===== src/rtl/arith_pkg.sv =====
// Shared arithmetic definitions for the bit-serial arithmetic cells.
// Holds the control-state encoding that the serial adder FSM uses.
package arith_pkg;

   // Control states of the bit-serial datapath; the encoding 2'd3 is never
   // entered and the FSM treats it as a request to return to idle.
   typedef enum logic [1:0] {
      ST_IDLE = 2'd0,
      ST_BUSY = 2'd1,
      ST_DONE = 2'd2
   } state_e;

endpackage : arith_pkg


===== src/rtl/full_adder.sv =====
// Single-bit full adder built from two half-adder stages and an OR gate.
// This is the addition dual of the half-subtractor cell: the first stage
// adds a and b, the second stage folds in the incoming carry, and either
// stage producing a carry yields the carry-out.
module full_adder (
   input  logic a,
   input  logic b,
   input  logic ci,
   output logic s,
   output logic co
);

   logic ha1Sum;
   logic ha1Carry;
   logic ha2Carry;

   // First half adder combines the two operand bits, the second adds the
   // carry-in to that partial sum; the two carries can never both be set.
   always_comb begin
      ha1Sum   = a ^ b;
      ha1Carry = a & b;
      s        = ha1Sum ^ ci;
      ha2Carry = ha1Sum & ci;
      co       = ha1Carry | ha2Carry;
   end

endmodule : full_adder


===== src/rtl/serial_adder.sv =====
// Bit-serial WIDTH-bit adder with valid/ready handshakes on both sides.
// Operands are latched into shift registers and added LSB-first through a
// single full-adder cell, one bit per clock, with the carry kept in a flop.
// The carry into the MSB is captured one bit early so that signed overflow
// can be formed from it and the final carry-out on the last bit.
module serial_adder #(
   parameter int WIDTH = 8
) (
   input  logic             clk,
   input  logic             rst_n,
   input  logic             in_valid,
   output logic             in_ready,
   input  logic [WIDTH-1:0] a,
   input  logic [WIDTH-1:0] b,
   input  logic             cin,
   output logic             out_valid,
   input  logic             out_ready,
   output logic [WIDTH-1:0] sum,
   output logic             cout,
   output logic             ovf
);

   import arith_pkg::*;

   localparam int CNT_W = $clog2(WIDTH + 1);

   state_e             state_q;
   logic [WIDTH-1:0]   aSh_q;
   logic [WIDTH-1:0]   bSh_q;
   logic [WIDTH-1:0]   sumSh_q;
   logic               carry_q;
   logic               cmsb_q;
   logic [CNT_W-1:0]   cnt_q;
   logic               outValid_q;
   logic [WIDTH-1:0]   sum_q;
   logic               cout_q;
   logic               ovf_q;

   logic [WIDTH-1:0]   aSh_d;
   logic [WIDTH-1:0]   bSh_d;
   logic [WIDTH-1:0]   sumSh_d;
   logic [CNT_W-1:0]   cnt_d;
   logic               lastBit;
   logic               msbCarryBit;

   logic               faSum;
   logic               faCarry;

   full_adder uFullAdder (
      .a  (aSh_q[0]),
      .b  (bSh_q[0]),
      .ci (carry_q),
      .s  (faSum),
      .co (faCarry)
   );

   // Next values of the shifting datapath for one BUSY step: operands move
   // right, the new sum bit enters at the top, and the bit counter advances.
   always_comb begin
      aSh_d       = aSh_q >> 1;
      bSh_d       = bSh_q >> 1;
      sumSh_d     = {faSum, sumSh_q[WIDTH-1:1]};
      cnt_d       = cnt_q + CNT_W'(1);
      lastBit     = (cnt_q == CNT_W'(WIDTH - 1));
      msbCarryBit = (cnt_q == CNT_W'(WIDTH - 2));
   end

   // Control FSM together with every datapath and output register; the
   // outputs only change on the last BUSY bit and when the result is taken.
   always_ff @(posedge clk or negedge rst_n) begin
      if (!rst_n) begin
         state_q    <= ST_IDLE;
         aSh_q      <= '0;
         bSh_q      <= '0;
         sumSh_q    <= '0;
         carry_q    <= 1'b0;
         cmsb_q     <= 1'b0;
         cnt_q      <= '0;
         outValid_q <= 1'b0;
         sum_q      <= '0;
         cout_q     <= 1'b0;
         ovf_q      <= 1'b0;
      end else begin
         case (state_q)
            ST_IDLE: begin
               if (in_valid) begin
                  aSh_q   <= a;
                  bSh_q   <= b;
                  carry_q <= cin;
                  sumSh_q <= '0;
                  cmsb_q  <= 1'b0;
                  cnt_q   <= '0;
                  state_q <= ST_BUSY;
               end
            end
            ST_BUSY: begin
               aSh_q   <= aSh_d;
               bSh_q   <= bSh_d;
               sumSh_q <= sumSh_d;
               carry_q <= faCarry;
               cnt_q   <= cnt_d;
               if (msbCarryBit) begin
                  cmsb_q <= faCarry;
               end
               if (lastBit) begin
                  sum_q      <= sumSh_d;
                  cout_q     <= faCarry;
                  ovf_q      <= cmsb_q ^ faCarry;
                  outValid_q <= 1'b1;
                  state_q    <= ST_DONE;
               end
            end
            ST_DONE: begin
               if (out_ready) begin
                  outValid_q <= 1'b0;
                  state_q    <= ST_IDLE;
               end
            end
            default: begin
               state_q <= ST_IDLE;
            end
         endcase
      end
   end

   assign in_ready  = (state_q == ST_IDLE);
   assign out_valid = outValid_q;
   assign sum       = sum_q;
   assign cout      = cout_q;
   assign ovf       = ovf_q;

endmodule : serial_adder


===== config.mk =====
export PLATFORM = sky130hd
export DESIGN_NAME = serial_adder
export DESIGN_NICKNAME = d
export VERILOG_FILES = /design/src/rtl/arith_pkg.sv /design/src/rtl/full_adder.sv /design/src/rtl/serial_adder.sv
export SDC_FILE = /design/constraint.sdc
export NUM_CORES = 1
export LEC_CHECK = 0
export CORE_UTILIZATION = 51
export CTS_CLUSTER_DIAMETER = 150
export DETAILED_ROUTE_END_ITERATION = 10
export PLACE_DENSITY = 0.78
export SLEW_MARGIN = 20
export SYNTH_ARGS = -nofsm -noshare
export SYNTH_HDL_FRONTEND = slang
export SYNTH_SLANG_ARGS = --single-unit
export TNS_END_PERCENT = 10

===== constraint.sdc =====
create_clock -name clk -period 1.7 [get_ports clk]
set_input_delay 0.34 -clock clk [delete_from_list [all_inputs] [get_ports clk]]
set_output_delay 0.34 -clock clk [all_outputs]
set_load 0.01 [all_outputs]

Yosys cells after proc, flatten, opt, wreduce, memory -nomap -nowiden
Cells that the tools add are included.
Widths: inputs -> output; s select.

storage, ports and cells
  register bits after elaboration = 43
  input port bits = 21
  output and inout bits = 12
  word-level logic and storage cells = 54

cells by class
  add/sub/neg operators = 1
  equal/unequal tests = 8
  muxes and demuxes = 20
  bitwise operators = 6
  reductions and logical operators = 8

operator list
  cell                 number
  $pmux 8 s2           3
  $mux 8               3
  $reduce_and 3->1     3
  $eq 4x3->1 const B   2
  $ne 2x2->1 const B   4
  $pmux 4 s2           1
  $mux 2               3
  $pmux 1 s2           3
  $pmux 2 s3           1
  $mux 1               5
  $add 4x1->4 const B  1
  $mux 4               1
  $reduce_and 2->1     2
  $reduce_bool 2->1    2
  $xor 1x1->1          3
  $and 1x1->1          2
  $eq 2x1->1 const B   1
  $eq 2x2->1 const B   1
  $logic_not 2->1      1
  $or 1x1->1           1

Logic depth before layout (Yosys ltp)
  word-level depth = 5
  gate-level depth with buffers = 5

Hierarchy
A second synthesis with hierarchy kept.

second synthesis, totals
  cell total of the unflattened synthesis = 153
  area total of the unflattened synthesis = 1848.0 um2

modules (own cells, without submodules)
  module        times used  cells an instance  area an instance (um2)  seq. area each (um2)
  serial_adder  1           152                1828.0                  1051.0
  full_adder    1           1                  20.0                    0.0

Worst setup path after synthesis
OpenSTA, ideal clock, no wires.

  path type = register to register
  start point = register cnt_q[0]
  end point = register cout_q (netlist: cout)
  arrival = 1.380 ns
  required time = 1.575 ns
  setup slack = 0.195 ns
  cell stages (with the launch flop) = 6
  buffers on the path = 1
  clock period less this slack = 1.505 ns
  cells stage by stage = dfrtp_1 ha_1 and4b_4 nor2b_4 buf_12 mux2_4

on the way
  longest elaborated chain between the ends = 2

ends and longest elaborated chain
  what                        line                 source
  start: declaration          serial_adder.sv:33   logic [CNT_W-1:0] cnt_q;
  start signal: assignment    serial_adder.sv:101  cnt_q <= cnt_d;
  $eq 4x3->1                  serial_adder.sv:64   lastBit = (cnt_q == CNT_W'(WIDTH - 1));
  $reduce_and 2->1 (no line)  n/a
  end signal: assignment      serial_adder.sv:107  cout_q <= faCarry;
  end: declaration            serial_adder.sv:36   logic cout_q;

No other way between the ends.
A chain may end at the register's enable or synchronous reset.

Worst setup path in the final report
  start point = register cnt_q[1]
  end point = register sum_q[6] (netlist: sum[6])

on the way
  longest elaborated chain between the ends = 2

ends and longest elaborated chain
  what                        line                 source
  $eq 4x3->1                  serial_adder.sv:64
  $reduce_and 2->1 (no line)  n/a
  end signal: assignment      serial_adder.sv:106  sum_q <= sumSh_d;
  end: declaration            serial_adder.sv:35   logic [WIDTH-1:0] sum_q;

No other way between the ends.

==> reports/qor.yml <==
status:
  outcome: "complete, no violations"
cts:
  cts_tree: "built"
  h-tree-depth: 2
  cts.sinks: 42
  cts_hold_buf: 0
  clk_pin_slew_ns: 0.12
  cts_root_buf: "clkbuf_4"
  cts.path.max_buffers: 2
  clock_latency_ns: 0.34
  cts_buffers: 5
final_layout:
  regArea_mm2: 0.00105
  nets: 220
  drive_above_1_share_pct: 16.8
  n_antenna_cell: 0
  fillCellCount: 263
  area_growth_pct: 26.4
  multiInputGateArea_um2: 726
  finish.utilization_pct: 68.9
sta:
  min_period_ns: 1.64
  hold_violations: 0
  final.setup_skew_ns: 0.00729
  timing.final.crit_share_pct: 96.7
  rsz0062_at_grt: "false"
  fmax_mhz: 608
  slew_headroom_pct: 64.9
  hold_ws_ns: 0.0342
  setup_viol: 0
  worst_pin_slew_ns: 0.526
  slew_viol_final: 0
  setup_tns_ns: 0
  setup_slack_ns: 0.0560
place:
  place_ws_ns: 0.0570
  gp_congestion: 0.717
  io_buffers: 32
  dpl.hpwl_um: 2520
job:
  drv_cap: 0
detailed_routing:
  drc: 0
  antenna_left: 0
  dr.first_iter.drc_count: 74
  via_per_inst: 5.56
  vias: 1346
  routedWlPerCell_um: 14.8
  routed_wl_um: 3580
  drtPass1Iterations: 4
global_routing:
  grt_pass1_vias: 1247
  track_usage_pct: 19.4
  grt-ovfl-total: 0
  antenna_found_initial: 0
  grt_start_max_net_pins: 43
  grt_pass1_wl_um: 5820
synthesis:
  yosys_warnings: 0
  synthTopCellsByArea: "dfrtp_1 (56%), mux2_4 (7.3%), a22oi_1 (6.1%)"
  seq_area_frac_synth_pct: 56.5
  synth.top_cell.area_share_pct: 56.5
  yosys.area.top_type: "dfrtp_1"
  syn-cell-area_mm2: 0.00186
  syn_nets: 180
  avgSynthCellArea_um2: 11.9
  synth_cell_types: 31
  synth_cells: 156
  ys_ff_latch: 42
floorplanning:
  die-area_mm2: 0.00389
  ios: 33
  rows: 21
  die_h_um: 62.4
  initial_core_util_pct: 54.5
  die_w_um: 62.4
  core_mm2: 0.00342
critical_path:
  arrival_ns: 1.88
  crit_type: "flop to flop"
  crit_path_start_kind: "flop"
  worstSetupEndpointType: "flop"
  crit_path_max_fanout: 10
  cp.required_ns: 1.94
pwr:
  peakVddDrop_mv: 0.740
  total_power_mw: 3.84
  leakagePower_nw: 1.06
  powerDensity_mw_per_mm2: 1630
min_path:
  worstHoldPathType: "primary input to async pin"
## cell type report
type | count | area share, %
well taps | 46 | 2.45
clock inverters | 1 | 1.28
multi-input cells | 100 | 30.9
clock buffers | 6 | 2.18
flip-flops and latches | 42 | 44.7
inverters | 4 | 0.638
repair buffers | 43 | 17.9
## cells by family after synthesis
kind of cell	count (synthesis)	share of synthesized area, %
xor gates and xnor gates	1	0.471
muxes	11	8.47
buffers and inverters	14	4.51
and+or+nand+nor	34	8.94
DFF	42	56.5
AOI/OAI and AO/OA	51	18.7
adders and majority gates	3	2.42
## synthesized netlist by cell type (all sizes together)
cell and number:
ha 2, o31ai 1, a21oi 2, fa 1, nand4b 1, a32o 1, and2 1, dfrtp 42
a21o 1, a2bb2oi 1, xor2 1, a22o 8, o21bai 1, and4b 1, a22oi 15, nor2 5
mux2 11, o211ai 2, and3b 1, nor2b 3, o21ai 19, nand2 21, nand3 1, buf 6
clkbuf 4, inv 4
## cell usage in the layout (no fill, tap or decap), types with 4 or more instances in the layout
| cell | synthesis | routed |
|---|---|---|
| a22o_1 | 8 | 8 |
| a22oi_1 | 15 | 15 |
| buf_4 | 1 | 9 |
| clkbuf_4 | 0 | 5 |
| clkdlybuf4s50_1 | 0 | 30 |
| dfrtp_1 | 42 | 42 |
| inv_1 | 4 | 4 |
| mux2_4 | 9 | 9 |
| nand2_1 | 21 | 21 |
| nor2_1 | 5 | 5 |
| o21ai_0 | 19 | 19 |
## per-stage QoR
stage | area [um2] | cells
floorplan | 1860 | 156
global placement | 2260 | 234
detailed placement | 2260 | 234
CTS | 2340 | 241
global route | 2350 | 242
finish | 2350 | 242
## routing by layer
| metal | global-route usage (%) | up-vias | wire [um] |
|---|---|---|---|
| li1 | - | 638 | - |
| met1 | 24.6 | 657 | 1630 |
| met2 | 32.3 | 47 | 1760 |
| met3 | 5.84 | 4 | 165 |
| met4 | 5.23 | 0 | 32 |
| met5 | 0 | - | 0 |
## worst max-delay path, cell delays in order (launching register included)
cell     delay [ns]
dfrtp_1        0.42
ha_1           0.20
and4b_4        0.27
nor2b_4        0.19
buf_12         0.16
mux2_4         0.30
## power breakdown
group          switching, mW  internal [mW]  leakage [nW]
sequential             0.276           1.39         0.545
clock                  0.308          0.343        0.0443
combinational          0.658          0.864         0.470
total                   1.24           2.60          1.06
## registers in the layout, indices dropped and copies added (netlist names)
| name | count |
|---|---|
| aSh_q | 8 |
| bSh_q | 8 |
| sum | 8 |
| sumSh_q | 7 |
| cnt_q | 4 |
| state_q | 2 |
| carry_q | 1 |
| cmsb_q | 1 |
| cout | 1 |
| out_valid | 1 |
| ovf | 1 |
## what timing repair did
item                       4_1_cts  5_1_grt
setup endpoints to repair        1        4
resized for setup                1        0
buffers inserted                 0        1
## worst paths after layout
path | from | slack [ns] | cells after the start | endpoint
max reg2reg | cnt_q[1] | 0.06 | 5 | sum[6]
max in group asynchronous | rst_n | 1.29 | 2 | sum[6]
min reg2reg | aSh_q[1] | 0.50 | 2 | aSh_q[1]
min | rst_n | 0.03 | 2 | sum[1]
min in group clk | aSh_q[1] | 0.50 | 2 | aSh_q[1]
max | cnt_q[1] | 0.06 | 5 | sum[6]
No activity file was read; power rests on OpenSTA's default activity.
